==> src/rtl/indexed_lsh_buf_if.sv <==
// Bundle of load, remove and output channels for indexed_lsh_buf, plus the array/status view.
// Every channel is valid/ready: a transfer happens on a rising edge where both are high, and the
// sender holds its payload stable while valid is high and ready is low.
interface indexed_lsh_buf_if #(
    parameter int data_width_param   = 32,
    parameter int max_elements_param = 16,
    parameter int idx_width_param    = 4
);
    localparam int arr_width   = data_width_param * max_elements_param;
    localparam int count_width = idx_width_param + 1;

    logic                       load_valid;
    logic [arr_width-1:0]       load_arr;
    logic [count_width-1:0]     load_count;
    logic                       load_ready;
    logic                       rem_valid;
    logic [idx_width_param-1:0] rem_idx;
    logic                       rem_ready;
    logic                       out_valid;
    logic                       out_ready;
    logic [data_width_param-1:0] out_value;
    logic [idx_width_param-1:0] out_idx;
    logic [arr_width-1:0]       arr_out;
    logic [count_width-1:0]     count;
    logic                       empty;
    logic                       full;
    logic                       rem_err;

    modport master (
        output load_valid, load_arr, load_count, rem_valid, rem_idx, out_ready,
        input  load_ready, rem_ready, out_valid, out_value, out_idx,
               arr_out, count, empty, full, rem_err
    );

    modport slave (
        input  load_valid, load_arr, load_count, rem_valid, rem_idx, out_ready,
        output load_ready, rem_ready, out_valid, out_value, out_idx,
               arr_out, count, empty, full, rem_err
    );
endinterface

==> src/rtl/indexed_lsh_buf.sv <==
// Element array with whole-array load and indexed removal that closes the gap by shifting
// higher slots down one place; the removed element is presented on a one-deep output register.
module indexed_lsh_buf #(
    parameter int data_width_param   = 32,
    parameter int max_elements_param = 16,
    parameter int idx_width_param    = 4
) (
    input  logic                clk,
    input  logic                rst_n,
    indexed_lsh_buf_if.slave    bus,
    output logic [1:0]          fsm_state
);
    localparam int W  = data_width_param;
    localparam int N  = max_elements_param;
    localparam int IW = idx_width_param;
    localparam int CW = idx_width_param + 1;

    typedef enum logic [1:0] {
        IDLE   = 2'd0,
        ACTIVE = 2'd1,
        STALL  = 2'd2
    } state_t;

    state_t          state, state_n;
    logic [W-1:0]    mem   [N];
    logic [W-1:0]    mem_n [N];
    logic [CW-1:0]   cnt, cnt_n;
    logic            ov, ov_n;
    logic [W-1:0]    val, val_n;
    logic [IW-1:0]   oidx, oidx_n;
    logic            err, err_n;
    logic            empty_r, full_r;
    logic            load_fire, rem_fire, rem_ok;
    logic [N*W-1:0]  arr_pack;

    assign bus.load_ready = !ov || bus.out_ready;
    assign bus.rem_ready  = !empty_r && !bus.load_valid && (!ov || bus.out_ready);
    assign load_fire      = bus.load_valid && bus.load_ready;
    assign rem_fire       = bus.rem_valid && bus.rem_ready;
    assign rem_ok         = {1'b0, bus.rem_idx} < cnt;

    // Slots at or above count are always zero, so shifting every slot from k upward is enough
    // to move the tail down and leave a zero in the old last position.
    always_comb begin
        mem_n  = mem;
        cnt_n  = cnt;
        ov_n   = ov && !bus.out_ready;
        val_n  = val;
        oidx_n = oidx;
        err_n  = 1'b0;
        if (load_fire) begin
            cnt_n = (bus.load_count > CW'(N)) ? CW'(N) : bus.load_count;
            for (int i = 0; i < N; i++) begin
                mem_n[i] = (CW'(i) < cnt_n) ? bus.load_arr[(N-1-i)*W +: W] : '0;
            end
        end else if (rem_fire) begin
            if (rem_ok) begin
                for (int i = 0; i < N - 1; i++) begin
                    if (i >= int'(bus.rem_idx)) mem_n[i] = mem[i+1];
                end
                mem_n[N-1] = '0;
                cnt_n      = cnt - 1'b1;
                ov_n       = 1'b1;
                val_n      = mem[bus.rem_idx];
                oidx_n     = bus.rem_idx;
            end else begin
                err_n = 1'b1;
            end
        end
        if (ov_n)              state_n = STALL;
        else if (cnt_n != '0)  state_n = ACTIVE;
        else                   state_n = IDLE;
    end

    always_ff @(posedge clk or negedge rst_n) begin
        if (!rst_n) begin
            for (int i = 0; i < N; i++) mem[i] <= '0;
            cnt     <= '0;
            ov      <= 1'b0;
            val     <= '0;
            oidx    <= '0;
            err     <= 1'b0;
            empty_r <= 1'b1;
            full_r  <= 1'b0;
            state   <= IDLE;
        end else begin
            for (int i = 0; i < N; i++) mem[i] <= mem_n[i];
            cnt     <= cnt_n;
            ov      <= ov_n;
            val     <= val_n;
            oidx    <= oidx_n;
            err     <= err_n;
            empty_r <= (cnt_n == '0);
            full_r  <= (cnt_n == CW'(N));
            state   <= state_n;
        end
    end

    // Slot 0 sits in the most significant element position.
    always_comb begin
        arr_pack = '0;
        for (int i = 0; i < N; i++) arr_pack[(N-1-i)*W +: W] = mem[i];
    end

    assign bus.arr_out   = arr_pack;
    assign bus.count     = cnt;
    assign bus.empty     = empty_r;
    assign bus.full      = full_r;
    assign bus.out_valid = ov;
    assign bus.out_value = val;
    assign bus.out_idx   = oidx;
    assign bus.rem_err   = err;
    assign fsm_state     = state;
endmodule

==> src/flat_wrapper.sv <==
// flat-port wrapper written by rule: the top's interface ports become plain ports
module indexed_lsh_buf_flat 
#(
    parameter int data_width_param   = 32,
    parameter int max_elements_param = 16,
    parameter int idx_width_param    = 4
)
  (clk, rst_n, fsm_state, bus_load_valid, bus_load_arr, bus_load_count, bus_rem_valid, bus_rem_idx, bus_out_ready, bus_load_ready, bus_rem_ready, bus_out_valid, bus_out_value, bus_out_idx, bus_arr_out, bus_count, bus_empty, bus_full, bus_rem_err);
  indexed_lsh_buf_if #(.data_width_param(data_width_param), .max_elements_param(max_elements_param), .idx_width_param(idx_width_param)) bus_i ();
  input  logic clk;
  input  logic rst_n;
  output logic [1:0] fsm_state;
  input wire logic [$bits(bus_i.load_valid)-1:0] bus_load_valid;
  input wire logic [$bits(bus_i.load_arr)-1:0] bus_load_arr;
  input wire logic [$bits(bus_i.load_count)-1:0] bus_load_count;
  input wire logic [$bits(bus_i.rem_valid)-1:0] bus_rem_valid;
  input wire logic [$bits(bus_i.rem_idx)-1:0] bus_rem_idx;
  input wire logic [$bits(bus_i.out_ready)-1:0] bus_out_ready;
  output wire logic [$bits(bus_i.load_ready)-1:0] bus_load_ready;
  output wire logic [$bits(bus_i.rem_ready)-1:0] bus_rem_ready;
  output wire logic [$bits(bus_i.out_valid)-1:0] bus_out_valid;
  output wire logic [$bits(bus_i.out_value)-1:0] bus_out_value;
  output wire logic [$bits(bus_i.out_idx)-1:0] bus_out_idx;
  output wire logic [$bits(bus_i.arr_out)-1:0] bus_arr_out;
  output wire logic [$bits(bus_i.count)-1:0] bus_count;
  output wire logic [$bits(bus_i.empty)-1:0] bus_empty;
  output wire logic [$bits(bus_i.full)-1:0] bus_full;
  output wire logic [$bits(bus_i.rem_err)-1:0] bus_rem_err;
  assign bus_i.load_valid = bus_load_valid;
  assign bus_i.load_arr = bus_load_arr;
  assign bus_i.load_count = bus_load_count;
  assign bus_i.rem_valid = bus_rem_valid;
  assign bus_i.rem_idx = bus_rem_idx;
  assign bus_i.out_ready = bus_out_ready;
  assign bus_load_ready = bus_i.load_ready;
  assign bus_rem_ready = bus_i.rem_ready;
  assign bus_out_valid = bus_i.out_valid;
  assign bus_out_value = bus_i.out_value;
  assign bus_out_idx = bus_i.out_idx;
  assign bus_arr_out = bus_i.arr_out;
  assign bus_count = bus_i.count;
  assign bus_empty = bus_i.empty;
  assign bus_full = bus_i.full;
  assign bus_rem_err = bus_i.rem_err;
  indexed_lsh_buf #(.data_width_param(data_width_param), .max_elements_param(max_elements_param), .idx_width_param(idx_width_param)) u_core (.clk(clk), .rst_n(rst_n), .bus(bus_i), .fsm_state(fsm_state));
endmodule
==> config.mk <==
export PLATFORM = sky130hd
export DESIGN_NAME = indexed_lsh_buf_flat
export DESIGN_NICKNAME = d
export VERILOG_FILES = /design/src/rtl/indexed_lsh_buf_if.sv /design/src/rtl/indexed_lsh_buf.sv /design/src/flat_wrapper.sv
export SDC_FILE = /design/constraint.sdc
export NUM_CORES = 1
export LEC_CHECK = 0
export CAP_MARGIN = 10
export CORE_AREA = 2 2 426 428
export CTS_BUF_LIST = sky130_fd_sc_hd__clkbuf_16
export CTS_CLUSTER_DIAMETER = 50
export DETAILED_ROUTE_END_ITERATION = 7
export DIE_AREA = 0 0 428 430
export SLEW_MARGIN = 25
export SYNTH_ARGS = -nofsm -noshare
export SYNTH_HDL_FRONTEND = slang
export SYNTH_SLANG_ARGS = --single-unit
==> constraint.sdc <==
create_clock -name clk -period 6.25 [get_ports clk]
set_input_delay 1.25 -clock clk [delete_from_list [all_inputs] [get_ports clk]]
set_output_delay 1.25 -clock clk [all_outputs]
set_load 0.1 [all_outputs]
==> results.toml <==
[run_status]
status = "completed"

[hold_path]
min_path_type = "reg2reg"
min_path_cells = 2

[pwr]
peakVddDrop_v = 0.000308
p_leak_nw = 17.4
internal_power_w = 0.0113
p_seq_share_pct = 24.6
p_sw_share_pct = 57.7
p_clk_share_pct = 20.9
power_switching_w = 0.0153
power_frac_comb_pct = 54.5
powerDensity_nw_per_um2 = 593

[timing]
max_freq_mhz = 243
setup_tns_ps = 0
worst_pin_slew_ps = 1130
hold_viol = 0
maxSlewViolCount = 0
fin_crit_sh_pct = 65.9
slew-limit-headroom_pct = 24.5
setup_viol = 0
rsz0062_at_grt = "false"
fin_worst_skew_ps = 49.2
fin_crit_ps = 4120
layout_setup_ws_ps = 2130

[cells_and_area]
multi_input_area_um2 = 13200
synthToLayoutAreaGrowth_pct = 60.2
num-fill-cells = 19200
layout_commonest_cell = "clkdlybuf4s50_1"
seq_area_um2 = 14000
nNetsFinal = 4221
drive_above_1_share_pct = 12.9
layout_common_cells = "1032 x clkdlybuf4s50_1, 557 x dfrtp_1, 525 x nand2_1"

[synthesis]
syn_area_um2 = 28000
synth_flop_cell = "dfrtp_1"
syn_nets = 3230
yosysWarnings = 0
ys_seq_area_share_pct = 49.9
synth_cell_types = 56
syn-mean-instance-area_um2 = 10.4
synthCells = 2700
ys_async_sr_fraction_pct = 100
synth_edf_count = 0
ys_seq_elements = 558

[place]
numPortBuffers = 1086
place.gp.congestion = 0.970
hpwl_um = 154000
dpl_worst_slack_ps = 1480

[clock_network]
clock-root-buffer = "clkbuf_16"
cts_tree = "done"
worstSkewPairLatency_ps = 750
clockBufferDepth = 3
clkSlewWorstSetupHoldPaths_ps = 50
cts_setup_buffers = 0
numCtsBuffers = 96
cts_sinks = 558
cts_resized = 0
cts_hold_buf = 0
ctsHtreeMaxLevel = 3

[global_route]
grt_pass1_wl_um = 259000
grt_start_max_net_pins = 188
antenna_found_initial = 71
groute.usage.overall_pct = 20.4
grt_overflow_total = 0
grt_pass1_vias = 27900

[floorplanning]
core_um2 = 180000
num_rows = 156
die_y_um = 430
initial_core_util_pct = 15.6
die_w_um = 428
io_pins = 1087
fp.dieArea_um2 = 184000

[worst_setup_path]
slowest_stage = "clkdlybuf4s50_1"
arrival_ps = 2870
cp_cell_sequence = "clkdlybuf4s50_1 > or2_1 > nor2_1 > buf_4"
critPathKind = "in2out"
ff2ff_path_depth = 9
required_ps = 5000
max_stage_delay_ps = 510
crit_path_end_kind = "primary output"
cp-start-kind = "input port"
crit_fanout = 4

[detailed_routing]
post_drt_wl_per_cell_um = 31.6
drtIter0Drc = 3339
wl_um = 195000
route.detailed.drc = 0
ant_nets = 0
num_vias = 28900
viasPerCell = 4.69
first_pass_iters = 6

[run]
maxCapViolations = 0
==> critical path, delay by kind of cell <==
family / cells / cell delay [ps]
and+or+nand+nor: 2 / 730
buffers and inverters: 2 / 890
==> logic make-up after synthesis <==
logic type	Yosys count	synth area share [%]
flip-flops	558	49.9
adder cells (fa/ha/maj)	4	0.179
buffers and inverters	265	3.94
AND/OR/NAND/NOR	706	9.93
AO/OA/AOI/OAI	1007	23.2
multiplexers	160	12.9
==> sequential cells by signal (all words and copies together), names as in the netlist <==
signal / cells
u_core.bus.arr_out: 512
u_core.bus.out_value: 32
u_core.bus.count: 5
u_core.bus.out_idx: 4
u_core.bus.empty: 1
u_core.bus.full: 1
u_core.bus.out_valid: 1
u_core.bus.rem_err: 1
u_core.fsm_state: 1
==> routing by layer <==
metal	part of all wire [%]	routed length, um	vias up	track usage (%)
li1	-	-	12200	-
met1	40	77500	14700	25.7
met2	46	90100	1646	32.0
met3	11	20600	339	7.87
met4	3.3	6520	54	6.56
met5	0.17	338	-	0
==> layout make-up <==
cell class	count	share of cell area (%)
repair buffers	1150	25.3
clock inverters	81	2.04
multi-input cells	1877	29.4
flip-flops and latches	558	31.2
well taps	2370	6.62
diodes	26	0.145
clock buffers	96	5.36
inverters	8	0.0670
==> Yosys cell counts (2+ instances only) <==
library cell | instances | share of area, %
a21o_1 | 2 | 0.054
a31oi_2 | 3 | 0.13
nand2_1 | 528 | 7.1
o21a_1 | 2 | 0.054
a21oi_1 | 72 | 1.3
dfrtp_1 | 557 | 50
buf_2 | 64 | 1.1
clkbuf_1 | 165 | 2.2
a22o_1 | 32 | 1.0
o21ai_0 | 355 | 6.4
a22oi_1 | 448 | 12
nor3_1 | 2 | 0.036
buf_1 | 24 | 0.32
a211oi_1 | 4 | 0.11
a21oi_2 | 2 | 0.063
or4_1 | 2 | 0.054
buf_6 | 3 | 0.12
nand4_1 | 3 | 0.067
mux4_2 | 160 | 13
a211oi_2 | 2 | 0.089
a31oi_1 | 36 | 0.81
inv_1 | 7 | 0.094
o21ai_1 | 34 | 0.61
nand3_1 | 39 | 0.70
nor2_1 | 117 | 1.6
ha_1 | 4 | 0.18
or2_2 | 4 | 0.089
==> power by group through the flow <==
stage	clock, W	sequential (W)	combinational (W)
floorplan	0	0.0135	0.00228
global placement	0	0.00649	0.0145
detailed placement	0	0.00652	0.0145
CTS	0.00567	0.00647	0.0146
global route	0.00581	0.00661	0.0149
finish	0.00555	0.00654	0.0145
==> path summary, 6_finish.rpt <==
check	startpoint	endpoint	slack, ps
max reg2reg	u_core.bus.count[2]$_DFF_PN0_	u_core.bus.arr_out[443]$_DFFE_PN0P_	2780
min reg2reg	u_core.bus.out_value[1]$_DFFE_PN0P_	u_core.bus.out_value[1]$_DFFE_PN0P_	460
max in group asynchronous	rst_n	u_core.bus.arr_out[56]$_DFFE_PN0P_	4160
min	u_core.bus.out_value[1]$_DFFE_PN0P_	u_core.bus.out_value[1]$_DFFE_PN0P_	460
max	bus_load_valid	bus_rem_ready	2130
min in group asynchronous	rst_n	u_core.bus.arr_out[302]$_DFFE_PN0P_	590
==> metrics by stage <==
step	hold WS [ps]	power [W]	area [um^2]	utilization (%)	std cells
after floorplan	954	0.0158	28000	-	2700
after global placement	460	0.0210	41400	23.1	5961
after detailed placement	464	0.0211	41400	23.0	5961
after CTS	478	0.0267	44700	24.9	6138
after global routing	490	0.0273	44800	24.9	6150
final	465	0.0266	44800	24.9	6166
Power figures use the tool's default switching activity.
